`src/rtl/gearbox_pkg.sv`:
```
// Shared types for the gearbox input path: the beat carried per cycle and the arbiter state encoding.
package gearbox_pkg;

    localparam int N_BYTES = 10;
    localparam int NB      = N_BYTES * 8;

    typedef struct packed {
        logic [NB-1:0]      data;
        logic [N_BYTES-1:0] keep;
        logic               last;
    } beat_t;

    typedef enum logic {
        IDLE  = 1'b0,
        BURST = 1'b1
    } arb_state_t;

    // Empty non-last beats carry nothing for the gearbox; an empty last still marks the packet end.
    function automatic logic beat_is_fwd(input beat_t b);
        return (|b.keep) || b.last;
    endfunction

endpackage

```
`src/rtl/axis_out_stage.sv`:
```
// One-entry registered valid/ready slice carrying a beat plus its source id.
// The caller only asserts load_i when the slot is empty or draining this cycle.
module axis_out_stage
    import gearbox_pkg::*;
#(
    parameter int IDW = 2
) (
    input  logic           clk_i,
    input  logic           rst_n_i,
    input  logic           load_i,
    input  beat_t          beat_i,
    input  logic [IDW-1:0] tid_i,
    input  logic           ready_i,
    output logic           valid_o,
    output beat_t          beat_o,
    output logic [IDW-1:0] tid_o
);

    logic           valid_q;
    beat_t          beat_q;
    logic [IDW-1:0] tid_q;

    always_ff @(posedge clk_i or negedge rst_n_i) begin
        if (!rst_n_i) begin
            valid_q <= 1'b0;
            beat_q  <= '0;
            tid_q   <= '0;
        end else if (load_i) begin
            valid_q <= 1'b1;
            beat_q  <= beat_i;
            tid_q   <= tid_i;
        end else if (valid_q && ready_i) begin
            valid_q <= 1'b0;
        end
    end

    assign valid_o = valid_q;
    assign beat_o  = beat_q;
    assign tid_o   = tid_q;

endmodule

```
`src/rtl/gearbox_stream_arbiter.sv`:
```
// Packet-level round-robin arbiter feeding one gearbox_packing input from K AXI-Stream sources.
//   state | meaning
//   IDLE  | no packet granted; pick next requester from rr_ptr, s_tready all low
//   BURST | grant locked to one source until its tlast beat is accepted
module gearbox_stream_arbiter
    import gearbox_pkg::*;
#(
    parameter  int K   = 3,
    parameter  int n   = N_BYTES,
    localparam int NB  = n * 8,
    localparam int IDW = $clog2(K)
) (
    input  logic              aclk,
    input  logic              aresetn,
    input  logic [K*NB-1:0]   s_tdata,
    input  logic [K*n-1:0]    s_tkeep,
    input  logic [K-1:0]      s_tlast,
    input  logic [K-1:0]      s_tvalid,
    output logic [K-1:0]      s_tready,
    output logic [NB-1:0]     m_tdata,
    output logic [n-1:0]      m_tkeep,
    output logic              m_tlast,
    output logic [IDW-1:0]    m_tid,
    output logic              m_tvalid,
    input  logic              m_tready,
    output logic              busy
);

    logic [1:0]     rst_sync_q;
    logic           rst_n_int;
    arb_state_t     state_q;
    logic [IDW-1:0] grant_q;
    logic [IDW-1:0] rr_ptr_q;
    logic [IDW-1:0] rr_ptr_d;
    logic [IDW-1:0] pick;
    logic           busy_q;
    int             rr_idx;
    beat_t          sel_beat;
    beat_t          out_beat;
    logic           slot_free;
    logic           accept;
    logic           load;

    // Assert asynchronously, release after two clean edges.
    always_ff @(posedge aclk or negedge aresetn) begin
        if (!aresetn) rst_sync_q <= '0;
        else          rst_sync_q <= {rst_sync_q[0], 1'b1};
    end
    assign rst_n_int = rst_sync_q[1];

    // Descending scan so the smallest rotation offset from rr_ptr wins.
    always_comb begin
        pick   = '0;
        rr_idx = 0;
        for (int j = K - 1; j >= 0; j--) begin
            rr_idx = (int'(rr_ptr_q) + j) % K;
            if (s_tvalid[rr_idx]) pick = IDW'(rr_idx);
        end
    end

    always_comb begin
        sel_beat.data = s_tdata[int'(grant_q)*NB +: NB];
        sel_beat.keep = s_tkeep[int'(grant_q)*n +: n];
        sel_beat.last = s_tlast[grant_q];
    end

    assign slot_free = !m_tvalid || m_tready;
    assign accept    = (state_q == BURST) && s_tvalid[grant_q] && slot_free;
    assign load      = accept && beat_is_fwd(sel_beat);
    assign rr_ptr_d  = (int'(grant_q) == K - 1) ? '0 : grant_q + 1'b1;

    always_comb begin
        s_tready = '0;
        if (state_q == BURST) s_tready[grant_q] = slot_free;
    end

    always_ff @(posedge aclk or negedge rst_n_int) begin
        if (!rst_n_int) begin
            state_q  <= IDLE;
            grant_q  <= '0;
            rr_ptr_q <= '0;
            busy_q   <= 1'b0;
        end else begin
            case (state_q)
                IDLE: begin
                    if (|s_tvalid) begin
                        grant_q <= pick;
                        state_q <= BURST;
                        busy_q  <= 1'b1;
                    end
                end
                BURST: begin
                    if (accept && sel_beat.last) begin
                        rr_ptr_q <= rr_ptr_d;
                        state_q  <= IDLE;
                        busy_q   <= 1'b0;
                    end
                end
                default: begin
                    state_q <= IDLE;
                    busy_q  <= 1'b0;
                end
            endcase
        end
    end

    axis_out_stage #(
        .IDW (IDW)
    ) u_out (
        .clk_i   (aclk),
        .rst_n_i (rst_n_int),
        .load_i  (load),
        .beat_i  (sel_beat),
        .tid_i   (grant_q),
        .ready_i (m_tready),
        .valid_o (m_tvalid),
        .beat_o  (out_beat),
        .tid_o   (m_tid)
    );

    assign m_tdata = out_beat.data;
    assign m_tkeep = out_beat.keep;
    assign m_tlast = out_beat.last;
    assign busy    = busy_q;

endmodule

```
`config.mk`:
```
export PLATFORM = sky130hd
export DESIGN_NAME = gearbox_stream_arbiter
export DESIGN_NICKNAME = d
export VERILOG_FILES = /design/src/rtl/gearbox_pkg.sv /design/src/rtl/axis_out_stage.sv /design/src/rtl/gearbox_stream_arbiter.sv
export SDC_FILE = /design/constraint.sdc
export NUM_CORES = 1
export LEC_CHECK = 0
export ABC_AREA = 0
export CAP_MARGIN = 20
export CORE_AREA = 2 2 145 147
export CTS_CLUSTER_SIZE = 8
export DETAILED_ROUTE_END_ITERATION = 16
export DIE_AREA = 0 0 147 149
export DONT_BUFFER_PORTS = 1
export GPL_TIMING_DRIVEN = 1
export SYNTH_ARGS = -nofsm -noshare
export SYNTH_HDL_FRONTEND = slang
export SYNTH_SLANG_ARGS = --single-unit
```
`constraint.sdc`:
```
create_clock -name aclk -period 6.3 [get_ports aclk]
set_input_delay 1.89 -clock aclk [delete_from_list [all_inputs] [get_ports aclk]]
set_output_delay 1.89 -clock aclk [all_outputs]
set_load 0.005 [all_outputs]
```
==> Word-level counts from Yosys, hierarchy flattened <==
Cells that the tools add are included.
{ "totals": {"regBits": 102, "in_bits": 279, "mem_bits_ro": 0, "mem_bits_rw": 0, "latch_bits": 0, "output_inout_bits": 98, "n_memories": 0} }
{ "classes": {"order_cmp": 5, "mul": 2, "bitwise_logic": 2, "muxes": 28, "n_addsub": 3, "eq_ne": 3, "reduce_logical": 15, "n_div": 3, "shifts": 2} }
{ "op_table": {"columns": ["operator", "n"], "rows": [
  ["$shiftx A240 B10 Y80", 1],
  ["$lt A32 B4 Y1 const B", 3],
  ["$mod A32 B3 Y32 const B", 2],
  ["$mod A3 B3 Y32 const B", 1],
  ["$shiftx A30 B7 Y10", 1],
  ["$mux W1", 15],
  ["$bmux W1 S2", 5],
  ["$mul A2 B3 Y5 const B", 2],
  ["$reduce_or A10 Y1", 1],
  ["$mux W2", 4],
  ["$logic_and A1 B1 Y1", 6],
  ["$reduce_and A2 Y1", 3],
  ["$pmux W1 S2", 2],
  ["$add A2 B1 Y3 const B", 1],
  ["$add A2 B2 Y3 const B", 1],
  ["$and A3 B3 Y3", 1],
  ["$lt A2 B3 Y1 const B", 1],
  ["$mux W3", 1],
  ["$reduce_or A3 Y1", 1],
  ["$add A2 B1 Y2 const B", 1],
  ["$demux W1 S2", 1],
  ["$eq A2 B2 Y1 const B", 1],
  ["$ge A2 B1 Y1 const B", 1],
  ["$logic_or A1 B1 Y1", 2],
  ["other kinds (5)", 5]
]} }

==> Depth between registers and ports, before layout <==
{ "depth": {"word_depth": 8, "mapped_depth": 11, "depth_no_buf": 7} }

==> Cells and area by module <==
A second synthesis with hierarchy kept.
{ "unflattened": {"cells_unflattened": 545, "area_unflattened_um2": 5947.0} }
{ "by_module_without_submodules": {"columns": ["module", "cells_per_inst", "area_each_um2", "n_inst"], "rows": [
  ["axis_out_stage", 199, 3500.9, 1],
  ["gearbox_stream_arbiter", 346, 2446.1, 1]
]} }

==> Worst setup path after synthesis <==
Ideal clock, no wire load.
{ "synth_timing": {"kind": "input port to output port", "startpoint": "in m_tready", "endpoint": "out s_tready[0]", "path_buffers": 0, "stages": 3, "slack_ps": 2163, "t_required_ps": 4410, "t_arrival_ps": 2247, "path_cell_list": "nand2b_1 > nand2_1 > nor3_1"} }
{ "synth_via": {"elab_chain_len": 3} }
{ "synth_lines": {"columns": ["item", "line_no", "text"], "rows": [
  ["start, declared", "gearbox_stream_arbiter.sv:25", "input logic m_tready,"],
  ["$logic_or A1 B1 Y1", "gearbox_stream_arbiter.sv:67", "assign slot_free = !m_tvalid || m_tready;"],
  ["$and A3 B3 Y3 (no source line)", null, null],
  ["$mux W3", "gearbox_stream_arbiter.sv:74", "if (state_q == BURST) s_tready[grant_q] = slot_free;"],
  ["end, declared", "gearbox_stream_arbiter.sv:19", "output logic [K-1:0] s_tready,"]
]} }
Every way passes these cells.

==> Final worst setup path <==
{ "layout_timing": {"startpoint": "in m_tready", "endpoint": "out s_tready[2]"} }
The elaborated chain is that of the path after synthesis.

==> results by group <==
STA
  • Worst slew pin tran: 1.044 ns
  • Worst hold slack: 0.3709 ns
  • Count of final setup violators: 0
  • RSZ-0062 raised after global routing: no
  • Period minus WS final: 4.208 ns
  • Relative slew margins: 30.40%
  • Tcrit/Tclk final: 66.79%
  • Setup TNS: 0 ns
  • Maximum clock rate: 0.2376 GHz
  • Worst clock skew: 0.008755 ns
  • Number of hold violations in the final report: 0
  • Fin. max-slew vios: 0

Routing
  • Pre-antenna DRT Iters: 5
  • Post-Route WL: 20.38 mm
  • Antenna-violating nets left: 0
  • Via count: 6393
  • Iteration-0 DRC Markers: 252
  • Post-route DRC: 0
  • Wire length per cell: 19.14 µm
  • Vias/cell: 6.003

Final layout
  • Seq. cell area: 2564 µm²
  • Share of cells above drive strength 1: 3.934%
  • Area grow syn2layout: 4.332%
  • Nets: 1067
  • Layout fillers: 2124
  • Multi-input combinational cell area: 4120 µm²
  • Final instance area: 7443 µm²

Logic synthesis
  • Main combinational cell family by area after synthesis: compound AO/OA/AOI/OAI gates
  • Synth warn: 0
  • Synthesized Nets: 1144
  • Seq/Total Area, Yosys: 35.78%
  • Synth Area in Simple Gates: 18.06%
  • Synthesized area per cell: 8.276 µm²
  • Post-synth EDFFs: 0
  • Compound-gate portion of the synthesized area: 25.75%
  • Mux contribution to synthesized area: 13.07%
  • Netlist Area Pre-Place: 7134 µm²
  • Asr flop ratio synth: 100.0%
  • Post-Synth XOR/XNOR Area: 0%
  • Most common flop cell mapped by yosys: dfrtp_1
  • Yosys cell types: 36
  • Post-Syn Instances: 862
  • Post-synthesis adder-cell area fraction: 0.5261%
  • Synthesized flop and latch total: 102

Placement
  • Cell Area, Placed: 7159 µm²
  • Count of input and output buffers: 0
  • Post-DP HPWL: 14.16 mm
  • GPL Wtd Cong: 0.8487

Clock tree
  • TritonCTS buffer count: 9
  • CTS clk-pin slew, worst paths: 0.07 ns
  • CTS Buffer Depth: 2
  • CTS Sinks: 102
  • Clock latency reported for the late side of the worst-skew pair: 0.35 ns
  • Cts hold-fix bufs: 0
  • Setup Fix Bufs, Post-CTS: 0
  • Root Buffer: clkbuf_16
  • CTS tree: built
  • Post-CTS resize count: 0
  • H-tree depth: 3

Worst setup path
  • Worst r2r src: grant_q[1]$_DFFE_PN0P_
  • Worst Path Required: 4.41 ns
  • Worst Setup SP: m_tready
  • Crit-path max FO: 3
  • Critical Path AT: 2.32 ns
  • Worst setup path endpoint: s_tready[2]
  • Reg2reg setup slack: 2.41 ns
  • Crit end category: output port
  • Critical path type: in -> out
  • R2R depth: 7
  • Reg2reg end: u_out.beat_o[24]$_DFFE_PN0P_
  • Crit start category: primary input

Power
  • Clock Power Share: 14.1%
  • PD cells: 534.4 nW/µm²
  • Int Pwr: 0.002108 W
  • Net Sw Frac: 47.00%
  • Combinational Power Share: 47.6%
  • Switching power: 0.001869 W
  • Reg power frac: 38.3%
  • LEAKAGE: 2.742 nW
  • Maximum vdd drop: 0.2740 mV

Min path
  • Hold crit path type: reg -> reg

GRT
  • Initial antenna violation count: 2
  • GRT overflow: 0
  • GRT Overall Usage: 17.66%
  • First-pass GRT wire length: 31.24 mm
  • Largest net degree at the start of global routing: 249
  • Vias in the first global route: 5751

Floorplan
  • Starting Density: 34.70%
  • Die Wd: 147 µm
  • Die Ht: 149 µm
  • Core area: 20560 µm²
  • Std cell rows: 53
  • Io pins: 377
  • Die area: 21900 µm²

Status
  • Status: finished, final reports clean

Flow run
  • Max-capacitance violation count: 0
## sequential cells by signal, indices dropped and copies added (netlist names)
name,cells
busy,1
grant_q,2
rr_ptr_q,2
rst_sync_q,2
state_q,1
u_out.beat_o,91
u_out.tid_o,2
u_out.valid_o,1
## logic make-up after synthesis
logic type      count (synthesis)
compound gates                285
fa+ha+maj                       3
buf+inv                       102
flops                         102
mux                            93
other cells                     1
simple gates                  276
## worst min-delay path by stage
| stage | start | slack, ns | end | cells past startpoint |
|---|---|---|---|---|
| 6_report | rst_sync_q[0]$_DFF_PN0_ | 0.37 | rst_sync_q[1]$_DFF_PN0_ | 0 |
| 5_1_grt | rst_sync_q[0]$_DFF_PN0_ | 0.38 | rst_sync_q[1]$_DFF_PN0_ | 0 |
| 4_1_cts | rst_sync_q[0]$_DFF_PN0_ | 0.37 | rst_sync_q[1]$_DFF_PN0_ | 0 |
| 3_5_place_dp | rst_sync_q[0]$_DFF_PN0_ | 0.35 | rst_sync_q[1]$_DFF_PN0_ | 0 |
| 3_3_place_gp | rst_sync_q[0]$_DFF_PN0_ | 0.34 | rst_sync_q[1]$_DFF_PN0_ | 0 |
| 2_1_floorplan | rst_sync_q[0]$_DFF_PN0_ | 0.33 | rst_sync_q[1]$_DFF_PN0_ | 0 |
## metrics by stage
stage	total power [W]	instances	setup WS [ns]	utilization, %
6_report	0.003978	1065	2.092	36.21
5_1_grt	0.004357	1065	2.050	36.21
4_1_cts	0.004023	1063	2.096	36.18
3_5_place_dp	0.003457	1049	2.098	34.83
3_3_place_gp	0.003372	1048	2.109	34.69
2_1_floorplan	0.003015	862	2.163	-
## critical path: stages
cell      delay, ns
nand2b_1       0.12
nand2_1        0.10
nor3_1         0.21
## power by group through the flow
stage | Combinational (W) | Sequential (W) | Clock, W
2_1_floorplan | 0.00175 | 0.00126 | 0
3_3_place_gp | 0.00184 | 0.00153 | 0
5_1_grt | 0.00217 | 0.00159 | 0.000600
4_1_cts | 0.00191 | 0.00153 | 0.000579
6_report | 0.00189 | 0.00152 | 0.000560
3_5_place_dp | 0.00192 | 0.00154 | 0
## synth_stat cells (all sizes together), types with 8 or more instances
cell / number / area, µm²
nand2: 11 / 41.29
a22o: 8 / 70.07
nor2: 88 / 337.8
o2bb2ai: 11 / 96.34
nor3: 84 / 420.4
o311ai: 81 / 709.4
clkbuf: 49 / 183.9
buf: 48 / 280.3
nand3: 82 / 410.4
dfrtp: 102 / 2552
mux2i: 92 / 920.9
a21oi: 166 / 830.8
## layer usage
metal / wire length [µm] / part of all wire [%] / vias up / track usage, %
li1: - / - / 3125 / -
met1: 8358 / 41 / 2984 / 21.73
met2: 10170 / 50 / 257 / 30.21
met3: 1383 / 6.8 / 27 / 4.037
met4: 469 / 2.3 / 0 / 6.923
met5: 0 / 0 / - / 0
## cells in the final DEF (no fill, tap or decap), types with 2 or more instances in the layout
cell / n
clkinvlp_4: 2
a21oi_1: 166
clkbuf_16: 9
o211ai_1: 3
nor2_1: 87
inv_1: 5
o311ai_0: 77
dfrtp_1: 99
o2bb2ai_1: 11
o311ai_1: 4
dfrtp_4: 3
a22o_1: 8
o21a_1: 3
buf_4: 6
ha_1: 3
nand3_1: 82
mux2i_1: 92
nand2b_1: 3
a21o_1: 4
o21ai_0: 5
diode_2: 2
nand2_1: 11
nand4_1: 3
buf_12: 2
nor3_1: 83
## cell type report
cell class / instances / share of cell area (%)
Antenna cell: 2 / 0.06724
Clock buffer: 10 / 3.076
Clock inverter: 4 / 0.6724
Inverter: 5 / 0.2521
Multi-Input combinational cell: 658 / 55.35
Sequential cell: 102 / 34.44
Tap cell: 275 / 4.623
Timing Repair Buffer: 9 / 1.513
Note: power is estimated with default switching activity, not from simulation.
